$ cat config.mk
export PLATFORM = sky130hd
export DESIGN_NAME = spi_rx_sched
export DESIGN_NICKNAME = d
export VERILOG_FILES = /design/src/rtl/spi_pkg.sv /design/src/rtl/spi_word_fifo.sv /design/src/rtl/spi_rx_sched.sv
export SDC_FILE = /design/constraint.sdc
export NUM_CORES = 1
export LEC_CHECK = 0
export ABC_CLOCK_PERIOD_IN_PS = 3400
export BUFFER_PORTS_ARGS = -buffer_cell sky130_fd_sc_hd__buf_2
export CELL_PAD_IN_SITES_DETAIL_PLACEMENT = 0
export CELL_PAD_IN_SITES_GLOBAL_PLACEMENT = 1
export CORE_AREA = 2 2 174 176
export CTS_CLUSTER_DIAMETER = 40
export DETAILED_ROUTE_END_ITERATION = 7
export DIE_AREA = 0 0 176 178
export GPL_TIMING_DRIVEN = 1
export PLACE_DENSITY = 0.76
export SKIP_CTS_REPAIR_TIMING = 1
export SLEW_MARGIN = 20
export SYNTH_ARGS = -nofsm -noshare
export SYNTH_HDL_FRONTEND = slang
export SYNTH_HIERARCHICAL = 1
export SYNTH_SLANG_ARGS = --single-unit
$ cat constraint.sdc
create_clock -name clk -period 3.4 [get_ports clk]
set_clock_uncertainty 0.15 [all_clocks]
set_input_delay 0.68 -clock clk [delete_from_list [all_inputs] [get_ports clk]]
set_output_delay 0.68 -clock clk [all_outputs]
set_load 0.05 [all_outputs]
$ cat src/rtl/spi_pkg.sv
// Shared definitions for the SPI receive packet scheduler: header field
// layout, sync nibble and the scheduler state type.
package spi_pkg;

    localparam logic [3:0] SYNC_NIB = 4'hA;

    // Header word layout: [15:12] sync, [11:8] channel, [7:0] payload length.
    localparam int SYNC_MSB = 15;
    localparam int SYNC_LSB = 12;
    localparam int CH_MSB   = 11;
    localparam int CH_LSB   = 8;
    localparam int LEN_MSB  = 7;
    localparam int LEN_LSB  = 0;

    typedef enum logic [1:0] {
        HUNT    = 2'd0,
        PAYLOAD = 2'd1,
        DROP    = 2'd2
    } sched_state_t;

    // True when the word carries the header sync nibble.
    function automatic logic is_sync(input logic [15:0] w);
        return w[SYNC_MSB:SYNC_LSB] == SYNC_NIB;
    endfunction

endpackage

$ cat src/rtl/spi_word_fifo.sv
// Registered 16-bit word FIFO (no fall-through). Pointers carry an extra
// wrap bit so full and empty are distinguished without a separate counter.
// Flush beats push; a push in the flush cycle leaves exactly that word.
module spi_word_fifo #(
    parameter int DEPTH = 16
) (
    input  logic                       clk,
    input  logic                       reset,
    input  logic                       push,
    input  logic                       pop,
    input  logic                       flush,
    input  logic [15:0]                din,
    output logic                       full,
    output logic                       empty,
    output logic [15:0]                head,
    output logic [$clog2(DEPTH):0]     count
);

    localparam int AW = $clog2(DEPTH);

    logic [15:0] mem [DEPTH];
    logic [AW:0] wr_ptr;
    logic [AW:0] rd_ptr;

    assign empty = (wr_ptr == rd_ptr);
    assign full  = (wr_ptr[AW] != rd_ptr[AW]) && (wr_ptr[AW-1:0] == rd_ptr[AW-1:0]);
    assign head  = mem[rd_ptr[AW-1:0]];
    assign count = wr_ptr - rd_ptr;

    // Storage write: a flush restarts at slot 0, otherwise write at the tail.
    always_ff @(posedge clk) begin
        if (push && (flush || !full)) begin
            mem[flush ? {AW{1'b0}} : wr_ptr[AW-1:0]] <= din;
        end
    end

    // Pointer update: flush empties the FIFO (keeping a simultaneous push).
    always_ff @(posedge clk) begin
        if (reset) begin
            wr_ptr <= '0;
            rd_ptr <= '0;
        end else if (flush) begin
            rd_ptr <= '0;
            wr_ptr <= push ? (AW+1)'(1) : '0;
        end else begin
            if (push && !full) begin
                wr_ptr <= wr_ptr + 1'b1;
            end
            if (pop && !empty) begin
                rd_ptr <= rd_ptr + 1'b1;
            end
        end
    end

endmodule

$ cat src/rtl/spi_rx_sched.sv
// Packet scheduler: buffers received words, parses header-framed packets and
// hands payload words to one of NCH consumers over valid/ready.
//
// Handshake: ch_valid[c] high offers ch_data to channel c; a word transfers
// on a rising edge where ch_valid[c] & ch_ready[c]. While offered and not
// taken, ch_data holds; valid only drops without a transfer on overflow,
// idle timeout or reset.
module spi_rx_sched
    import spi_pkg::*;
#(
    parameter int NCH     = 4,
    parameter int DEPTH   = 16,
    parameter int TIMEOUT = 1024
) (
    input  logic                       clk,
    input  logic                       reset,
    input  logic [15:0]                word_in,
    input  logic                       word_stb,
    output logic [15:0]                ch_data,
    output logic [NCH-1:0]             ch_valid,
    input  logic [NCH-1:0]             ch_ready,
    output logic                       pkt_done,
    output logic [15:0]                pkt_cnt,
    output logic [7:0]                 err_cnt,
    output sched_state_t               dbg_state,
    output logic [$clog2(DEPTH):0]     dbg_fifo_count
);

    localparam int IW = $clog2(TIMEOUT);

    sched_state_t   state;
    logic [3:0]     ch;
    logic [7:0]     rem;
    logic [IW-1:0]  idle;

    logic           fifo_full;
    logic           fifo_empty;
    logic [15:0]    head;
    logic           fifo_pop;
    logic           pop_req;
    logic           overflow;
    logic           accept;
    logic           timeout_hit;
    logic           err_evt;
    logic           done_evt;

    logic           hdr_sync;
    logic [3:0]     hdr_ch;
    logic [7:0]     hdr_len;
    logic           hdr_ch_bad;

    assign overflow  = word_stb && fifo_full;
    assign fifo_pop  = pop_req && !overflow;
    assign ch_data   = head;
    assign dbg_state = state;

    assign hdr_sync   = is_sync(head);
    assign hdr_ch     = head[CH_MSB:CH_LSB];
    assign hdr_len    = head[LEN_MSB:LEN_LSB];
    assign hdr_ch_bad = (32'(hdr_ch) >= 32'(NCH));

    spi_word_fifo #(
        .DEPTH (DEPTH)
    ) u_fifo (
        .clk   (clk),
        .reset (reset),
        .push  (word_stb),
        .pop   (fifo_pop),
        .flush (overflow),
        .din   (word_in),
        .full  (fifo_full),
        .empty (fifo_empty),
        .head  (head),
        .count (dbg_fifo_count)
    );

    // Offer the head word to the latched channel while a payload is in flight.
    always_comb begin
        ch_valid = '0;
        for (int i = 0; i < NCH; i++) begin
            ch_valid[i] = (state == PAYLOAD) && !fifo_empty && (ch == 4'(i));
        end
    end

    assign accept = |(ch_valid & ch_ready);

    // Head consumption: HUNT/DROP take every word, PAYLOAD waits for ready.
    always_comb begin
        pop_req = 1'b0;
        case (state)
            HUNT:    pop_req = !fifo_empty;
            PAYLOAD: pop_req = accept;
            DROP:    pop_req = !fifo_empty;
            default: pop_req = 1'b0;
        endcase
    end

    // Event decode for the counters; overflow suppresses any pop this cycle.
    always_comb begin
        timeout_hit = (state != HUNT) && fifo_empty && !word_stb
                      && (idle == IW'(TIMEOUT - 1));
        err_evt  = overflow || timeout_hit
                   || ((state == HUNT) && !fifo_empty && !overflow && !hdr_sync);
        done_evt = !overflow
                   && (((state == HUNT) && !fifo_empty && hdr_sync && (hdr_len == 8'd0))
                       || ((state == PAYLOAD) && accept && (rem == 8'd1)));
    end

    // Scheduler FSM with idle timer and packet/error counters.
    always_ff @(posedge clk) begin
        if (reset) begin
            state    <= HUNT;
            ch       <= '0;
            rem      <= '0;
            idle     <= '0;
            pkt_done <= 1'b0;
            pkt_cnt  <= '0;
            err_cnt  <= '0;
        end else begin
            pkt_done <= done_evt;
            if (done_evt) begin
                pkt_cnt <= pkt_cnt + 16'd1;
            end
            if (err_evt && (err_cnt != 8'hFF)) begin
                err_cnt <= err_cnt + 8'd1;
            end

            if (overflow) begin
                state <= HUNT;
                idle  <= '0;
            end else begin
                // The timer only runs while a packet is open and starved.
                if (word_stb || (state == HUNT)) begin
                    idle <= '0;
                end else if (fifo_empty) begin
                    idle <= timeout_hit ? '0 : idle + 1'b1;
                end

                case (state)
                    HUNT: begin
                        if (!fifo_empty && hdr_sync && (hdr_len != 8'd0)) begin
                            rem <= hdr_len;
                            if (hdr_ch_bad) begin
                                state <= DROP;
                            end else begin
                                ch    <= hdr_ch;
                                state <= PAYLOAD;
                            end
                        end
                    end
                    PAYLOAD: begin
                        if (timeout_hit) begin
                            state <= HUNT;
                        end else if (accept) begin
                            rem <= rem - 8'd1;
                            if (rem == 8'd1) begin
                                state <= HUNT;
                            end
                        end
                    end
                    DROP: begin
                        if (timeout_hit) begin
                            state <= HUNT;
                        end else if (!fifo_empty) begin
                            rem <= rem - 8'd1;
                            if (rem == 8'd1) begin
                                state <= HUNT;
                            end
                        end
                    end
                    default: state <= HUNT;
                endcase
            end
        end
    end

endmodule

==> results of run 1 <==
flip-flops by register name (all words and copies together), names as in the netlist, named ones only:
name	count
u_fifo/mem	256
pkt_cnt	16
idle	10
err_cnt	8
rem	8
u_fifo/rd_ptr	5
u_fifo/wr_ptr	5
ch	4
dbg_state	2
pkt_done	1
metrics by stage:
stage	TNS (ns)	hold slack (ns)	power, µW	std cells
finish	-1.630	0.3309	11850	1411
global placement	-1.028	0.3148	6973	1322
detailed placement	-1.141	0.3302	6990	1322
floorplan	-0.2465	0.2990	6318	812
CTS	-3.861	0.3372	11770	1399
global route	-5.166	0.3524	12290	1410
power by group through the flow:
stage / Combinational (µW) / Sequential (µW) / Clock [µW]
finish: 2740 / 4360 / 4750
global route: 2920 / 4370 / 5000
CTS: 2570 / 4360 / 4840
detailed placement: 2550 / 4440 / 0
global placement: 2540 / 4430 / 0
floorplan: 1870 / 4450 / 0
routing by layer:
metal | global-route usage | up-vias | routed length (µm)
met3 | 0.04156 | 44 | 2050
met2 | 0.3527 | 284 | 15810
met4 | 0.04752 | 0 | 564
met5 | 0 | - | 0
li1 | - | 3600 | -
met1 | 0.2538 | 3978 | 12650
cell usage after synthesis, drive strengths merged (2+ instances only):
cell type,count
a2111oi,3
a211oi,7
a21o,2
a21oi,28
a22oi,33
and2,4
and3,7
and3b,2
and4,3
buf,14
clkbuf,20
dfxtp,63
edfxtp,256
ha,15
inv,21
mux2i,9
mux4,65
nand2,44
nand2b,3
nand3,8
nand4,10
nor2,63
nor2b,2
nor3,6
nor3b,2
nor4,12
o2111ai,4
o211ai,8
o21a,2
o21ai,22
o31ai,3
o32ai,7
or2,2
or3,15
or3b,3
or4,8
xnor2,10
xor2,17
final cells by class:
class                      instances  area [µm²]  share of cell area
antenna                            1       2.502           0.0001504
clock buffer                      45        1084             0.06514
clock inverter                    32       449.2             0.02700
inverter                          21       78.83            0.004739
multi-input combinational        438        4257              0.2559
sequential                       319        8956              0.5384
tap                              390       488.0             0.02933
timing repair buffer             165        1320             0.07935
layout by cell type (no fill, tap or decap), types with 9 or more instances in the layout:
master     synthesis  layout
a21oi_1           28      27
a22oi_1           33      17
a22oi_2            0      16
buf_12             0      18
buf_2             12      68
buf_4              0      74
clkbuf_16          0      43
dfxtp_1           63      59
edfxtp_1         256     256
ha_1              15      12
inv_1             21      21
mux4_2            65      65
nand2_1           44      33
nand4_1           10      10
nor2_1            62      46
nor2_2             1      17
o21ai_0           19      17
or3_1             15      15
xnor2_1            9       9
xor2_1            16      16
kinds of logic (layout without fill, tap and decap cells):
group           count (synthesis)  count (layout)  share of synthesized area
fa+ha+maj                      16              16                    0.01582
other cells                     0               1                          0
simple gates                  197             197                    0.08023
flops                         319             319                     0.6815
compound gates                124             124                    0.06784
buf+inv                        55             263                    0.01687
xor+xnor                       27              27                    0.01915
mux                            74              74                     0.1186
worst register-to-register path: stages, from the launching register on:
cell       delay [ns]
dfxtp_4          0.40
buf_12           0.15
buf_12           0.12
buf_12           0.10
mux4_2           0.53
a22oi_2          0.19
nand2_4          0.08
or4_4            0.55
nor4_4           0.33
o2111ai_2        0.17
buf_6            0.16
or4_4            0.47
a21oi_2          0.11
worst min path at each step:
stage / end / slack [ns] / cells past startpoint / start
4_1_cts: idle[1] / 0.34 / 2 / idle[1]
2_1_floorplan: idle[1] / 0.30 / 2 / idle[1]
6_report: idle[1] / 0.33 / 2 / idle[1]
3_5_place_dp: idle[1] / 0.33 / 2 / idle[1]
3_3_place_gp: idle[1] / 0.31 / 2 / idle[1]
5_1_grt: u_fifo/mem[6][14] / 0.35 / 1 / word_in[14]
==> flow_metrics.py, run 1 <==
metrics = {
    "timing": {
        "worst_slack_ns": -0.1799,
        "relSlewSlack": 0.4696,
        "setup_violations": 13,
        "post-route-min-period_ns": 3.580,
        "rsz0062_at_grt": "yes",
        "worstMarginPinSlew_ns": 0.7920,
        "fin_crit_sh": 1.053,
        "drv_slew": 0,
        "clock.fmax_ghz": 0.2793,
        "hold_violations": 0,
    },
    "global_route": {
        "grt_antenna_before_repair": 0,
        "grt_pass1_wl_um": 46660,
        "grt_pass1_vias": 7841,
        "grt_overflow": 0,
        "grtUsageTotal": 0.1996,
        "grt_start_max_net_pins": 39,
    },
    "hold_path": {
        "hold_class": "reg2reg",
    },
    "placed_design": {
        "port-buffer-count": 74,
        "detailed_place_hpwl_um": 18820,
        "place_area_mm2": 0.01480,
        "preCtsSetupSlack_ns": -0.1278,
        "gp_congestion": 0.7941,
    },
    "clock_tree": {
        "htreeDepth": 2,
        "cts.sinks": 319,
        "cts.path.max_buffers": 3,
        "root_buffer": "clkbuf_16",
        "path_clk_slew_ns": 0.06,
        "cts_tree": "built",
        "cts_buffers": 42,
        "clk_latency_ns": 0.54,
    },
    "outcome": {
        "violations": "negative setup slack",
        "outcome": "finished, violations left",
    },
    "critical_path": {
        "cp_common_cell": "buf_12",
        "cp_slowest_cell": "or4_4",
        "crit_path_end_kind": "register",
        "reg2reg_to": "pkt_cnt[15]",
        "max_stage_delay_ns": 0.55,
        "endpoint": "pkt_cnt[15]",
        "crit_family": "simple AND/OR/NAND/NOR gates",
        "crit_buf_inv": 4,
        "crit_type": "reg2reg",
        "ff2ff_path_depth": 12,
        "crit_fanout": 6,
        "regToRegSetupSlack_ns": -0.18,
        "required_ns": 3.71,
        "critical_path_cell_count": 12,
        "start_kind": "register",
        "cp_cell_sequence": "buf_12 -> buf_12 -> buf_12 -> mux4_2 -> a22oi_2 -> nand2_4 -> or4_4 -> nor4_4 -> o2111ai_2 -> buf_6 -> or4_4 -> a21oi_2",
        "worstPathArrival_ns": 3.89,
    },
    "yosys": {
        "synth_area_per_cell_um2": 16.17,
        "synth-seq-cells": 319,
        "ys.flop_type": "edfxtp_1",
        "ys_seq_area_frac": 0.6815,
        "synth_edf_count": 256,
        "syn_inst": 812,
        "synthTopCellsByArea": "edfxtp_1, mux4_2, dfxtp_1",
        "yosysUniqueCellTypes": 61,
        "ys_warn_count": 6,
        "synth_top_area_frac": 0.5854,
        "yosys.area.top_type": "edfxtp_1",
        "syn-cell-area_mm2": 0.01313,
        "synthesis.nets": 851,
        "async_reset_ff_frac": 0,
    },
    "finish": {
        "layout-drive-gt1-share": 0.3794,
        "fill_cells": 2263,
        "fin_nets": 1026,
        "design_area_mm2": 0.01663,
        "fin_util": 0.5658,
        "syn2layout_area_growth_pct": 26.68,
    },
    "floorplan": {
        "die_h_um": 178,
        "die_w_um": 176,
        "coreArea_mm2": 0.02940,
        "rows": 63,
        "dieArea_mm2": 0.03133,
        "ioPinCount": 75,
        "start_util": 0.4466,
    },
    "power_and_ir_drop": {
        "p_per_area_mw_per_mm2": 712.6,
        "power_frac_comb": 0.232,
        "max-vdd-ir-drop_mv": 0.5234,
        "p_switching_uw": 3333,
        "p_int_uw": 8520,
        "leakagePower_uw": 0.005650,
        "seqPwrFrac": 0.368,
        "power_frac_clock": 0.400,
        "sw_frac_of_total": 0.2812,
    },
    "route": {
        "ant_nets": 0,
        "drc_errors": 0,
        "viasPerCell": 5.603,
        "drt_iter0_markers": 611,
        "wirelength_um": 31080,
        "dr_total_vias": 7906,
        "drtPass1Iterations": 5,
        "routedWlPerCell_um": 22.02,
    },
    "flow_run": {
        "cap_violations": 0,
    },
}
(Power assumes the default switching activity.)
==> run 2: changes to the inputs <==
- SETUP_SLACK_MARGIN: default -> 0.4
==> flow_metrics.py, run 2 (synthesis gave the netlist of run 1 again) <==
metrics = {
    "timing": {
        "worst_slack_ns": -0.04217,
        "holdWs_ns": 0.2242,
        "rsz0062_at_grt": "yes",
        "relSlewSlack": 0.5404,
        "worstMarginPinSlew_ns": 0.6869,
        "drv_slew": 0,
        "setup_violations": 2,
        "setup-tns-final_ns": -0.07718,
        "clock.fmax_ghz": 0.2905,
        "hold_violations": 0,
        "post-route-min-period_ns": 3.442,
        "fin_crit_sh": 1.012,
    },
    "critical_path": {
        "required_ns": 3.73,
        "crit_type": "reg2reg",
        "start_kind": "register",
        "worstPathArrival_ns": 3.77,
        "crit_path_end_kind": "register",
        "ff2ff_path_depth": 9,
        "crit_fanout": 15,
        "regToRegSetupSlack_ns": -0.04,
        "reg2reg_to": "pkt_cnt[15]",
    },
    "outcome": {
        "violations": "negative setup slack",
        "outcome": "finished, violations left",
    },
    "finish": {
        "mostFrequentLayoutCells": "edfxtp_1, mux4_2, buf_4, buf_2, dfxtp_1",
        "design_area_mm2": 0.01702,
        "fin_util": 0.5790,
        "fill_cells": 2207,
        "syn2layout_area_growth_pct": 29.64,
        "largest_reg_flops": 256,
        "layout-drive-gt1-share": 0.4170,
        "layout_commonest_cell": "edfxtp_1",
        "fin_nets": 1027,
    },
    "power_and_ir_drop": {
        "leakagePower_uw": 0.005694,
        "max-vdd-ir-drop_mv": 0.4262,
        "finalPower_uw": 11840,
        "p_per_area_mw_per_mm2": 695.3,
    },
    "global_route": {
        "grt_pass1_vias": 7851,
        "grt_start_max_net_pins": 35,
        "grtUsageTotal": 0.2003,
        "grt_overflow": 0,
        "grt_antenna_before_repair": 3,
        "grt_pass1_wl_um": 46900,
    },
    "floorplan": {
        "ioPinCount": 75,
        "start_util": 0.4466,
        "rows": 63,
        "coreArea_mm2": 0.02940,
        "dieArea_mm2": 0.03133,
        "die_h_um": 178,
        "die_w_um": 176,
    },
    "route": {
        "dr_total_vias": 7958,
        "routedWlPerCell_um": 22.01,
        "wirelength_um": 31160,
        "viasPerCell": 5.620,
        "drtPass1Iterations": 4,
        "ant_nets": 0,
        "drt_iter0_markers": 545,
        "drc_errors": 0,
    },
    "clock_tree": {
        "htreeDepth": 2,
        "cts_tree": "built",
        "cts_buffers": 44,
        "cts.sinks": 319,
        "clk_latency_ns": 0.55,
        "path_clk_slew_ns": 0.06,
        "root_buffer": "clkbuf_16",
        "cts.path.max_buffers": 3,
    },
    "placed_design": {
        "gp_congestion": 0.8105,
        "port-buffer-count": 74,
        "detailed_place_hpwl_um": 18800,
        "place_area_mm2": 0.01489,
    },
    "flow_run": {
        "cap_violations": 0,
    },
    "hold_path": {
        "holdPathEnd": "u_fifo/wr_ptr[0]",
        "min_path_cells": 2,
        "hold_class": "in2reg",
        "worstHoldStart": "reset",
    },
}
run 2: where the power goes:
| group | total, µW | internal [µW] | leakage (µW) | switching, µW |
|---|---|---|---|---|
| logic | 2950 | 1380 | 0.00215 | 1570 |
| clock network | 4520 | 2690 | 0.000715 | 1830 |
| registers | 4370 | 4290 | 0.00283 | 71.0 |
run 2: how the worst max path moves through the flow:
| stage | cells after the start | slack, ns | end | startpoint |
|---|---|---|---|---|
| after global routing | 10 | -0.20 | pkt_cnt[15] | register |
| after global placement | 10 | -0.06 | pkt_cnt[10] | register |
| after detailed placement | 10 | -0.09 | pkt_cnt[10] | register |
| final | 9 | -0.04 | pkt_cnt[15] | register |
| after floorplan | 10 | -0.06 | pkt_cnt[15] | register |
| after CTS | 8 | -0.25 | ch_valid[0] | u_fifo/wr_ptr[0] |
run 2: cell type report:
cell class	instances	area (µm²)	share of cell area
Timing Repair Buffer	164	1480	0.08695
Sequential cell	319	8967	0.5268
Clock buffer	47	1112	0.06534
Antenna cell	2	5.005	0.0002940
Multi-Input combinational cell	438	4511	0.2650
Tap cell	390	488.0	0.02866
Clock inverter	35	374.1	0.02198
Inverter	21	86.33	0.005071
run 2: stage by stage:
step                std cells  setup slack, ns
floorplan                 812         -0.05638
CTS                      1393          -0.2527
global route             1415          -0.2007
global placement         1311         -0.05836
finish                   1416         -0.04217
detailed placement       1311         -0.08836
run 2: per-layer routing:
layer / GRT usage / up-vias / wire length (µm)
met4: 0.05200 / 2 / 648
met3: 0.03517 / 53 / 1799
met5: 0 / - / 13
met1: 0.2597 / 4071 / 12780
met2: 0.3514 / 231 / 15930
li1: - / 3601 / -
run 2: worst max-delay path: stages (launching register included):
cell	delay, ns
dfxtp_4	0.38
buf_12	0.17
mux4_2	0.52
a22oi_2	0.22
nand2_4	0.08
or4_4	0.55
nor4_4	0.38
o2111ai_2	0.22
or4_1	0.54
a21oi_1	0.15
